--- src/rtl/fifo_pkg.sv ---
// Shared async-FIFO package: default pointer width, pointer type and
// Gray/binary helpers reused by the write- and read-side controllers.
package fifo_pkg;

    localparam int unsigned ADDRESS_SIZE_DEFAULT = 4;

    typedef logic [ADDRESS_SIZE_DEFAULT:0] ptr_t;

    // Binary to reflected Gray code.
    function automatic ptr_t bin2gray(input ptr_t bin);
        return (bin >> 1) ^ bin;
    endfunction

    // Reflected Gray code to binary: each bit is the XOR of all Gray bits at or above it.
    function automatic ptr_t gray2bin(input ptr_t gray);
        ptr_t bin;
        bin[ADDRESS_SIZE_DEFAULT] = gray[ADDRESS_SIZE_DEFAULT];
        for (int i = int'(ADDRESS_SIZE_DEFAULT) - 1; i >= 0; i--) begin
            bin[i] = bin[i+1] ^ gray[i];
        end
        return bin;
    endfunction

endpackage

--- src/rtl/gray2bin_conv.sv ---
// Combinational Gray-to-binary converter of parameterised width.
// Ports:
//   gray_i  Gray-coded input value
//   bin_o   binary equivalent
module gray2bin_conv #(
    parameter int unsigned WIDTH = 5
) (
    input  logic [WIDTH-1:0] gray_i,
    output logic [WIDTH-1:0] bin_o
);

    // Bit i of the binary value is the XOR-reduction of Gray bits WIDTH-1 down to i.
    for (genvar i = 0; i < WIDTH; i++) begin : g_bit
        assign bin_o[i] = ^gray_i[WIDTH-1:i];
    end

endmodule

--- src/rtl/wptr_full_ctrl.sv ---
// Write-domain pointer and full-flag controller for the async FIFO.
// Consumes the synchronized Gray read pointer and produces the memory write
// address, the Gray write pointer and full / almost-full / fill / overflow status.
// Ports:
//   wclk, wrst      write clock, synchronous active-high reset
//   winc            producer write request
//   wq2_read_ptr    synchronized Gray read pointer
//   waddr           memory write address
//   wen             memory write enable (combinational)
//   wptr            registered Gray write pointer
//   wfull           registered full flag
//   walmost_full    registered almost-full flag
//   wfill           registered (pessimistic) occupancy, 0..DEPTH
//   woverflow       sticky flag: write attempted while full
module wptr_full_ctrl
    import fifo_pkg::*;
#(
    parameter int unsigned ADDRESS_SIZE       = ADDRESS_SIZE_DEFAULT,
    parameter int unsigned ALMOST_FULL_THRESH = 2
) (
    input  logic                    wclk,
    input  logic                    wrst,
    input  logic                    winc,
    input  logic [ADDRESS_SIZE:0]   wq2_read_ptr,
    output logic [ADDRESS_SIZE-1:0] waddr,
    output logic                    wen,
    output logic [ADDRESS_SIZE:0]   wptr,
    output logic                    wfull,
    output logic                    walmost_full,
    output logic [ADDRESS_SIZE:0]   wfill,
    output logic                    woverflow
);

    localparam int unsigned PW       = ADDRESS_SIZE + 1;
    localparam int unsigned DEPTH    = 1 << ADDRESS_SIZE;
    localparam int unsigned AF_LEVEL = DEPTH - ALMOST_FULL_THRESH;

    logic [PW-1:0] wbin_q, wbin_d;
    logic [PW-1:0] wptr_q, wptr_d;
    logic [PW-1:0] wfill_q, wfill_d;
    logic          wfull_q, wfull_d;
    logic          walmost_full_q, walmost_full_d;
    logic          woverflow_q, woverflow_d;

    logic [PW-1:0] rbin;
    logic [PW-1:0] full_cmp;
    logic          accept;

    gray2bin_conv #(
        .WIDTH (PW)
    ) u_rptr_conv (
        .gray_i (wq2_read_ptr),
        .bin_o  (rbin)
    );

    // Full when the write pointer is exactly one lap ahead: top two Gray bits inverted.
    assign full_cmp = {~wq2_read_ptr[ADDRESS_SIZE:ADDRESS_SIZE-1],
                       wq2_read_ptr[ADDRESS_SIZE-2:0]};

    assign accept = winc & ~wfull_q;

    // Next pointer, status flags and sticky overflow.
    always_comb begin
        wbin_d         = wbin_q + PW'(accept);
        wptr_d         = (wbin_d >> 1) ^ wbin_d;
        wfill_d        = wbin_d - rbin;
        wfull_d        = (wptr_d == full_cmp);
        walmost_full_d = (wfill_d >= PW'(AF_LEVEL));
        woverflow_d    = woverflow_q | (winc & wfull_q);
    end

    // State registers; reset takes precedence over any write request.
    always_ff @(posedge wclk) begin
        if (wrst) begin
            wbin_q         <= '0;
            wptr_q         <= '0;
            wfill_q        <= '0;
            wfull_q        <= 1'b0;
            walmost_full_q <= 1'b0;
            woverflow_q    <= 1'b0;
        end else begin
            wbin_q         <= wbin_d;
            wptr_q         <= wptr_d;
            wfill_q        <= wfill_d;
            wfull_q        <= wfull_d;
            walmost_full_q <= walmost_full_d;
            woverflow_q    <= woverflow_d;
        end
    end

    assign waddr        = wbin_q[ADDRESS_SIZE-1:0];
    assign wen          = accept;
    assign wptr         = wptr_q;
    assign wfull        = wfull_q;
    assign walmost_full = walmost_full_q;
    assign wfill        = wfill_q;
    assign woverflow    = woverflow_q;

endmodule

--- config.mk ---
export PLATFORM = sky130hd
export DESIGN_NAME = wptr_full_ctrl
export DESIGN_NICKNAME = d
export VERILOG_FILES = /design/src/rtl/fifo_pkg.sv /design/src/rtl/gray2bin_conv.sv /design/src/rtl/wptr_full_ctrl.sv
export SDC_FILE = /design/constraint.sdc
export NUM_CORES = 1
export LEC_CHECK = 0
export ABC_CLOCK_PERIOD_IN_PS = 3120
export CAP_MARGIN = 20
export CORE_ASPECT_RATIO = 0.9
export CORE_MARGIN = 4
export CORE_UTILIZATION = 46
export DETAILED_ROUTE_END_ITERATION = 8
export PLACE_DENSITY = 0.8
export SLEW_MARGIN = 20
export SYNTH_ARGS = -nofsm -noshare
export SYNTH_HDL_FRONTEND = slang
export SYNTH_SLANG_ARGS = --single-unit
--- constraint.sdc ---
create_clock -name wclk -period 3.12 [get_ports wclk]
set_input_delay 0.468 -clock wclk [delete_from_list [all_inputs] [get_ports wclk]]
set_output_delay 0.468 -clock wclk [all_outputs]
set_load 0.02 [all_outputs]
==> impl_metrics.toml, run 1 <==
[status]
status = "finished, final reports clean"

[finish]
final_util_pct = 71.2
syn2layout_area_growth_pct = 38.9
final_cell_mix = "clkdlybuf4s50_1, dfxtp_1, nor2_1"
final_nets = 139
design_area_mm2 = 0.00126
antenna_cells = 0
fillers = 146
final_cells = 148
post_route_cells_drive_above_1_share_pct = 13.7
final_common_cell = "clkdlybuf4s50_1"

[worst_hold_path]
hold_path_depth = 2
hp-class = "flip-flop to flip-flop"
holdCritStartpoint = "woverflow$_SDFF_PP0_"
hold_end = "woverflow$_SDFF_PP0_"

[power_and_ir_drop]
p_int_uw = 417
seqPwrFrac_pct = 40.8
peakVddDrop_uv = 424
p_leak_nw = 0.533
power_density_mw_per_mm2 = 491
p_clk_share_pct = 18.8
p_sw_share_pct = 32.7
net-switching-power_uw = 202
p_comb_share_pct = 40.4

[route]
drt_first_pass_iters = 4
vias_per_cell = 4.60
routedWlPerCell_um = 12.5
drt_iter0_markers = 10
vias = 681
drcViolationCount = 0
ant_nets = 0
wl_um = 1850

[synth]
synth_fa_ha_area_share_pct = 9.10
synth_top_family_by_area = "XOR/XNOR gates"
yosys_warnings = 0
synth_cells = 90
yosysSeqAreaShare_pct = 37.5
synth_xor_area_share_pct = 26.8
ys_ff_latch = 17
postSynthAreaPerCell_um2 = 10.1
synthSimpleGateAreaFrac_pct = 15.4
syn-num-nets = 104
synth-compound-area-share_pct = 6.34
ys_types = 25
netlist_area_um2 = 907
muxShareOfSynthArea_pct = 2.34

[clock_network]
clock_path_buffers = 2
cts-buffers-inserted = 3
clock-sinks = 17
cts_root_buf = "clkbuf_4"
clkSlewWorstSetupHoldPaths_ns = 0.10
h-tree-depth = 1
clk_latency_ns = 0.29
post_cts_buffers = 0
cts_tree = "built"
cts_resized = 0
cts-hold-fix-buffers = 0

[die]
core_area_mm2 = 0.00177
fp.dieH_um = 50.1
rows = 14
start_util_pct = 51.3
die_area_mm2 = 0.00275
boundaryPins = 26
die_w_um = 54.8

[global_route]
antenna_found_initial = 0
grt_max_degree = 18
first_global_vias = 684
grt_overflow = 0
track_usage_pct = 16.5
grt_pass1_wl_um = 3170

[critical_path]
critPathArrivalTime_ns = 2.93
critPathMaxFanout = 2
r2r_cells = 9
cp.required_ns = 3.28
reg2reg_slack_ns = 0.77
path_class = "primary input to flip-flop"
r2r-start = "wfull$_SDFF_PP0_"
rr_endpoint = "walmost_full$_SDFF_PP0_"
endpoint_kind = "flip-flop"
crit_path_start_kind = "primary input"

[sta]
clock_skew_ns = 0.00805
slew_headroom_pct = 59.1
hold_violations = 0
rsz0062_at_grt = "false"
worst_slew_pin_slew_ns = 0.612
setup_violations = 0
maxSlewViolCount = 0
post-route-period-util_pct = 88.9
setup_tns_ns = 0
max_freq_mhz = 361
layout_min_cycle_time_ns = 2.77

[placement]
place_hpwl_um = 1530
routabilityCongestion = 0.978
place_inst = 144
placed_cell_area_mm2 = 0.00123
port_buffers = 25

[run]
cap_violations = 0
==> cells by family (layout without fill, tap and decap cells) <==
| logic type | after synthesis | after routing |
|---|---|---|
| AOI/OAI and AO/OA | 8 | 8 |
| xor gates and xnor gates | 24 | 24 |
| adders and majority gates | 6 | 6 |
| buffers and inverters | 6 | 40 |
| DFF | 17 | 17 |
| muxes | 2 | 2 |
| and+or+nand+nor | 27 | 27 |
==> Yosys cell counts <==
cell | n | area, µm²
a21o_1 | 1 | 7.51
a21oi_1 | 4 | 20.0
and2_1 | 2 | 12.5
and4b_1 | 1 | 10.0
clkbuf_1 | 2 | 7.51
dfxtp_1 | 17 | 340
fa_1 | 1 | 20.0
ha_1 | 5 | 62.6
inv_1 | 4 | 15.0
mux2_2 | 1 | 11.3
mux2i_1 | 1 | 10.0
nand2_1 | 1 | 3.75
nand2b_1 | 2 | 12.5
nand3_1 | 1 | 5.00
nor2_1 | 15 | 56.3
nor2b_1 | 3 | 18.8
nor4b_2 | 1 | 15.0
o21ai_1 | 1 | 5.00
o21ai_2 | 1 | 8.76
o32ai_2 | 1 | 16.3
or2_2 | 1 | 6.26
xnor2_1 | 13 | 114
xnor3_1 | 1 | 22.5
xor2_1 | 9 | 78.8
xor2_4 | 1 | 27.5
==> routing by layer <==
layer	vias up	track usage [%]	wire length [µm]
li1	355	-	-
met1	298	20.7	840
met2	26	25.4	881
met3	2	3.55	97
met4	0	9.96	30
met5	-	0	0
==> power groups by stage <==
stage	registers (mW)	clock network (mW)	logic (mW)
floorplan	0.292	0	0.114
global placement	0.257	0	0.246
detailed placement	0.258	0	0.251
CTS	0.253	0.122	0.252
global route	0.256	0.136	0.271
finish	0.253	0.116	0.250
==> worst max-delay path, stage by stage <==
cell	delay, ns
clkdlybuf4s50_1	0.47
xnor3_1	0.42
xor2_1	0.17
xnor2_1	0.13
ha_1	0.21
fa_1	0.42
nand2b_1	0.16
o21ai_1	0.17
xnor2_1	0.18
o32ai_2	0.12
==> final cells by class <==
class,instances,area (µm²),area share (%)
Clock buffer,3,22.5,1.79
Multi-Input combinational cell,67,544,43.2
Inverter,4,15.0,1.19
Sequential cell,17,340,27.0
Clock inverter,1,5.00,0.397
Tap cell,24,30.0,2.38
Timing Repair Buffer,32,303,24.0
==> how the worst max path moves through the flow <==
stage                         start                       to  slack [ns]
global placement    wq2_read_ptr[4]  walmost_full$_SDFF_PP0_        0.11
finish              wq2_read_ptr[4]  walmost_full$_SDFF_PP0_        0.35
CTS                 wq2_read_ptr[4]  walmost_full$_SDFF_PP0_        0.34
detailed placement  wq2_read_ptr[4]  walmost_full$_SDFF_PP0_        0.02
floorplan                      winc  walmost_full$_SDFF_PP0_        0.55
global route        wq2_read_ptr[4]  walmost_full$_SDFF_PP0_        0.21
==> sequential cells by signal (all words and copies together), names as in the netlist <==
register and cells:
wbin_q 5, wfill 5, wptr 4, walmost_full 1
wfull 1, woverflow 1
==> per-stage QoR <==
step	hold slack [ns]	power, mW	worst slack [ns]
after global placement	0.456	0.502	0.108
after detailed placement	0.462	0.509	0.0211
final	0.477	0.619	0.346
after floorplan	0.570	0.407	0.552
after CTS	0.487	0.626	0.340
after global routing	0.523	0.662	0.207
No activity file was read; power rests on OpenSTA's default activity.
==> run 2: changes to the inputs <==
--- a/config.mk
+++ b/config.mk
@@ -5,13 +5,12 @@
 export SDC_FILE = /design/constraint.sdc
 export NUM_CORES = 1
 export LEC_CHECK = 0
-export ABC_CLOCK_PERIOD_IN_PS = 3120
+export ABC_CLOCK_PERIOD_IN_PS = 2500
 export CAP_MARGIN = 20
 export CORE_ASPECT_RATIO = 0.9
-export CORE_MARGIN = 4
-export CORE_UTILIZATION = 46
+export CORE_UTILIZATION = 41
 export DETAILED_ROUTE_END_ITERATION = 8
-export PLACE_DENSITY = 0.8
+export PLACE_DENSITY = 0.75
 export SLEW_MARGIN = 20
 export SYNTH_ARGS = -nofsm -noshare
 export SYNTH_HDL_FRONTEND = slang
==> constraint.sdc (replaced) <==
create_clock -name wclk -period 2.5 [get_ports wclk]
set_input_delay 0.375 -clock wclk [delete_from_list [all_inputs] [get_ports wclk]]
set_output_delay 0.375 -clock wclk [all_outputs]
set_load 0.02 [all_outputs]
==> impl_metrics.toml, run 2 (synthesized netlist as in run 1, its figures left out) <==
[sta]
maxSlewViolCount = 0
post-route-period-util_pct = 97.7
slew_headroom_pct = 79.6
hold_violations = 0
clock_skew_ns = 0.00667
layout_min_cycle_time_ns = 2.44
setup_violations = 0
worst_slack_ns = 0.0576
worst_slew_pin_slew_ns = 0.304
max_freq_mhz = 409

[power_and_ir_drop]
power_density_mw_per_mm2 = 587
finalPower_uw = 806
p_leak_nw = 0.597
peakVddDrop_uv = 427

[finish]
final_common_cell = "clkdlybuf4s50_1"
antenna_cells = 0
final_cell_mix = "clkdlybuf4s50_1, buf_4, dfxtp_1"
post_route_cells_drive_above_1_share_pct = 24.1
design_area_mm2 = 0.00137
final_util_pct = 69.0
syn2layout_area_growth_pct = 51.3
final_nets = 152

[placement]
routabilityCongestion = 0.863
dp_slack_ns = -0.436
place_hpwl_um = 1410
port_buffers = 25
placed_cell_area_mm2 = 0.00132

[clock_network]
cts-buffers-inserted = 3
cts_tree = "built"
cts-hold-fix-buffers = 0
cts_root_buf = "clkbuf_4"
clock-sinks = 17
clk_latency_ns = 0.28
clkSlewWorstSetupHoldPaths_ns = 0.10
h-tree-depth = 1
clock_path_buffers = 2

[route]
drt_first_pass_iters = 2
vias_per_cell = 4.62
wl_um = 1780
drt_iter0_markers = 4
routedWlPerCell_um = 11.0
ant_nets = 0
vias = 748
drcViolationCount = 0

[critical_path]
cp_cell_sequence = "clkdlybuf4s50_1 -> xnor3_1 -> xor2_2 -> xnor2_1 -> ha_2 -> fa_2 -> or2_4 -> o32ai_2"
path_delay_family = "adder cells"
cp_slowest_stage_delay_ns = 0.48
path_class = "primary input to flip-flop"
endpoint_kind = "flip-flop"
crit_path_start_kind = "primary input"
cp.buffers_inverters = 1
critPathArrivalTime_ns = 2.64
critPathSlowestCell = "clkdlybuf4s50_1"
cp.required_ns = 2.70
critPathMaxFanout = 2

[worst_hold_path]
hp-class = "flip-flop to flip-flop"

[global_route]
grt_pass1_wl_um = 2830
grt_max_degree = 18
grt_overflow = 0
first_global_vias = 714
track_usage_pct = 16.9
antenna_found_initial = 0

[status]
status = "finished, final reports clean"

[die]
boundaryPins = 26
core_area_mm2 = 0.00199
die_w_um = 51.6
start_util_pct = 45.6
rows = 15
fp.dieH_um = 46.6
die_area_mm2 = 0.00240

[run]
cap_violations = 0
## run 2: cell count changes in the layout (fill, tap and decap cells not counted), sizes merged
cell           delta
buf              +13
clkdlybuf4s50     -2
dlygate4sd2       +2
clkbuf            +1
clkinv            -1
## run 2: power by group
part / internal [mW] / leakage (nW) / switching, mW / total (mW)
Sequential: 0.304 / 0.140 / 0.0106 / 0.315
Clock: 0.0619 / 0.0150 / 0.0803 / 0.142
Combinational: 0.186 / 0.443 / 0.162 / 0.349
Total: 0.553 / 0.597 / 0.253 / 0.806
## run 2: final timing paths
kind                         from                       to  slack (ns)  depth (start not counted)
max reg2reg      wfull$_SDFF_PP0_  walmost_full$_SDFF_PP0_        0.35                          9
min          woverflow$_SDFF_PP0_     woverflow$_SDFF_PP0_        0.49                          2
min reg2reg  woverflow$_SDFF_PP0_     woverflow$_SDFF_PP0_        0.49                          2
max               wq2_read_ptr[4]  walmost_full$_SDFF_PP0_        0.06                          8
## run 2: worst register-to-register path: stages (launching register included)
cell and delay, ns:
dfxtp_1 0.41, nor2b_2 0.08, and2_1 0.16, ha_1 0.25
xor2_4 0.21, ha_1 0.32, a21oi_1 0.16, o21ai_2 0.08
xnor2_1 0.25, o32ai_2 0.11
## run 2: per-stage QoR
step           std cells  hold WS (ns)  TNS, ns
3_3_place_gp         157         0.454    -1.24
3_5_place_dp         157         0.459    -1.55
2_1_floorplan         90         0.520        0
4_1_cts              162         0.484        0
5_1_grt              162         0.527  -0.0160
6_report             162         0.485        0
## run 2: final cells by class
class | instances | area, µm²
Timing Repair Buffer | 45 | 398
Multi-Input combinational cell | 67 | 562
Inverter | 4 | 15.0
Sequential cell | 17 | 340
Fill cell | 168 | 617
Clock buffer | 4 | 26.3
Tap cell | 25 | 31.3
## run 2: what timing repair did
action,CTS,global route
hold endpoints to repair,0,0
resized for setup,5,2
pin swaps,6,1
setup buffers,1,0
endpoints found under the setup margin,2,3
## run 2: per-layer routing
layer	part of all wire, %	track usage [%]	up-vias	wire length, µm
met4	2.5	11.4	0	44
met1	46	19.0	344	820
li1	-	-	382	-
met3	3.1	3.30	4	55
met2	48	29.4	18	864
met5	0	0	-	0
==> run 3: changes to the inputs <==
--- a/config.mk
+++ b/config.mk
@@ -8,6 +8,7 @@
 export ABC_CLOCK_PERIOD_IN_PS = 2500
 export CAP_MARGIN = 20
 export CORE_ASPECT_RATIO = 0.9
+export CORE_MARGIN = 8
 export CORE_UTILIZATION = 41
 export DETAILED_ROUTE_END_ITERATION = 8
 export PLACE_DENSITY = 0.75
==> impl_metrics.toml, run 3 (synthesized netlist as in run 1, its figures left out) <==
[placement]
place_hpwl_um = 1620
routabilityCongestion = 0.836
port_buffers = 25

[die]
die_area_mm2 = 0.00398
die_w_um = 65.6
start_util_pct = 42.3
rows = 16
boundaryPins = 26
fp.dieH_um = 60.6
core_area_mm2 = 0.00214

[power_and_ir_drop]
p_comb_share_pct = 43.5
net-switching-power_uw = 259
p_clk_share_pct = 17.6
seqPwrFrac_pct = 38.8
power_density_mw_per_mm2 = 587
peakVddDrop_uv = 402
finalPower_uw = 812
p_int_uw = 553
p_sw_share_pct = 31.9
p_leak_nw = 0.606

[sta]
maxSlewViolCount = 0
layout_min_cycle_time_ns = 2.40
rsz0062_at_grt = "false"
setup_violations = 0
post-route-period-util_pct = 95.9
slew_headroom_pct = 77.1
clock_skew_ns = 0.00177
max_freq_mhz = 417
holdWs_ns = 0.482
hold_violations = 0
worst_slew_pin_slew_ns = 0.341

[critical_path]
critPathSlowestCell = "clkdlybuf4s50_1"
critPathMaxFanout = 2
critPathArrivalTime_ns = 2.61
r2r-start = "wfull$_SDFF_PP0_"
path_delay_family = "XOR/XNOR gates"
cp_slowest_stage_delay_ns = 0.49
crit_path_start_kind = "primary input"
cp_cell_sequence = "clkdlybuf4s50_1 -> xnor3_1 -> xor2_2 -> xnor2_1 -> ha_2 -> fa_2 -> or2_4 -> o32ai_2"
cp.required_ns = 2.71
endpoint_kind = "flip-flop"
reg2reg_slack_ns = 0.34
cp.buffers_inverters = 1
r2r_cells = 9
path_class = "primary input to flip-flop"
rr_endpoint = "walmost_full$_SDFF_PP0_"

[route]
ant_nets = 0
wl_um = 2020
drcViolationCount = 0
routedWlPerCell_um = 12.4
vias = 749
drt_first_pass_iters = 3
drt_iter0_markers = 8
vias_per_cell = 4.60

[clock_network]
cts-hold-fix-buffers = 0
clkSlewWorstSetupHoldPaths_ns = 0.10
cts_root_buf = "clkbuf_4"
h-tree-depth = 1
cts-buffers-inserted = 3
clk_latency_ns = 0.29
cts_tree = "built"
clock-sinks = 17
clock_path_buffers = 2

[worst_hold_path]
hold_end = "woverflow$_SDFF_PP0_"
hold_path_depth = 2
hp-class = "flip-flop to flip-flop"
holdCritStartpoint = "woverflow$_SDFF_PP0_"

[finish]
antenna_cells = 0
final_common_cell = "clkdlybuf4s50_1"
final_nets = 151
final_util_pct = 64.6
final_cell_mix = "clkdlybuf4s50_1, buf_4, dfxtp_1"
post_route_cells_drive_above_1_share_pct = 25.7
syn2layout_area_growth_pct = 52.6

[global_route]
grt_overflow = 0
antenna_found_initial = 0
grt_pass1_wl_um = 3320
met3_usage_pct = 2.40
grt_max_degree = 18
track_usage_pct = 10.8
grtUsageMet2_pct = 19.8
met1_usage_pct = 11.1
grt.busiest_layer = "met2"
first_global_vias = 761

[status]
status = "finished, final reports clean"

[run]
cap_violations = 0
[run 3: per-layer routing]
| metal | vias up | part of all wire, % |
|---|---|---|
| li1 | 383 | - |
| met1 | 348 | 42 |
| met3 | 4 | 2.8 |
| met4 | 0 | 2.5 |
| met5 | - | 0 |
| met2 | 14 | 53 |
[run 3: through the flow]
stage | setup WS [ns] | instances | instance area (µm²) | TNS [ns]
2_1_floorplan | 0.0133 | 90 | 907 | 0
3_3_place_gp | -0.380 | 158 | 1320 | -1.31
3_5_place_dp | -0.494 | 158 | 1320 | -1.76
4_1_cts | 0.0873 | 163 | 1370 | 0
5_1_grt | 0.00592 | 163 | 1380 | 0
6_report | 0.102 | 163 | 1380 | 0
[run 3: worst max-delay path by stage]
stage | slack (ns) | cells after the start | start | end
2_1_floorplan | 0.01 | 9 | wfull$_SDFF_PP0_ | walmost_full$_SDFF_PP0_
3_3_place_gp | -0.38 | 10 | wq2_read_ptr[4] | walmost_full$_SDFF_PP0_
3_5_place_dp | -0.49 | 10 | wq2_read_ptr[4] | walmost_full$_SDFF_PP0_
4_1_cts | 0.09 | 8 | wq2_read_ptr[4] | walmost_full$_SDFF_PP0_
5_1_grt | 0.006 | 10 | winc | walmost_full$_SDFF_PP0_
6_report | 0.10 | 8 | wq2_read_ptr[4] | walmost_full$_SDFF_PP0_
[run 3: area by class of cell]
cell class                      count  area, µm²
Multi-Input combinational cell     67        577
Timing Repair Buffer               44        390
Tap cell                           27       33.8
Clock buffer                        3       22.5
Inverter                            4       15.0
Sequential cell                    17        340
Fill cell                         183        758
Clock inverter                      1       5.00
[run 3: power groups by stage]
stage | registers [mW] | logic [mW] | clock network, mW
floorplan | 0.365 | 0.143 | 0
global placement | 0.321 | 0.326 | 0
detailed placement | 0.323 | 0.334 | 0
CTS | 0.316 | 0.352 | 0.147
global route | 0.319 | 0.383 | 0.168
finish | 0.315 | 0.354 | 0.143
[run 3: tightest hold or removal path, delay by kind of cell (launching register included)]
family | cells | cell delay, ns
flops | 1 | 0.35
simple gates | 1 | 0.07
compound gates | 1 | 0.04
[run 3: repair_timing]
item	CTS	global route
gates cloned	0	0
gates resized for setup	7	2
buffers inserted	1	0
endpoints found under the setup margin	2	3
pin swaps	8	0
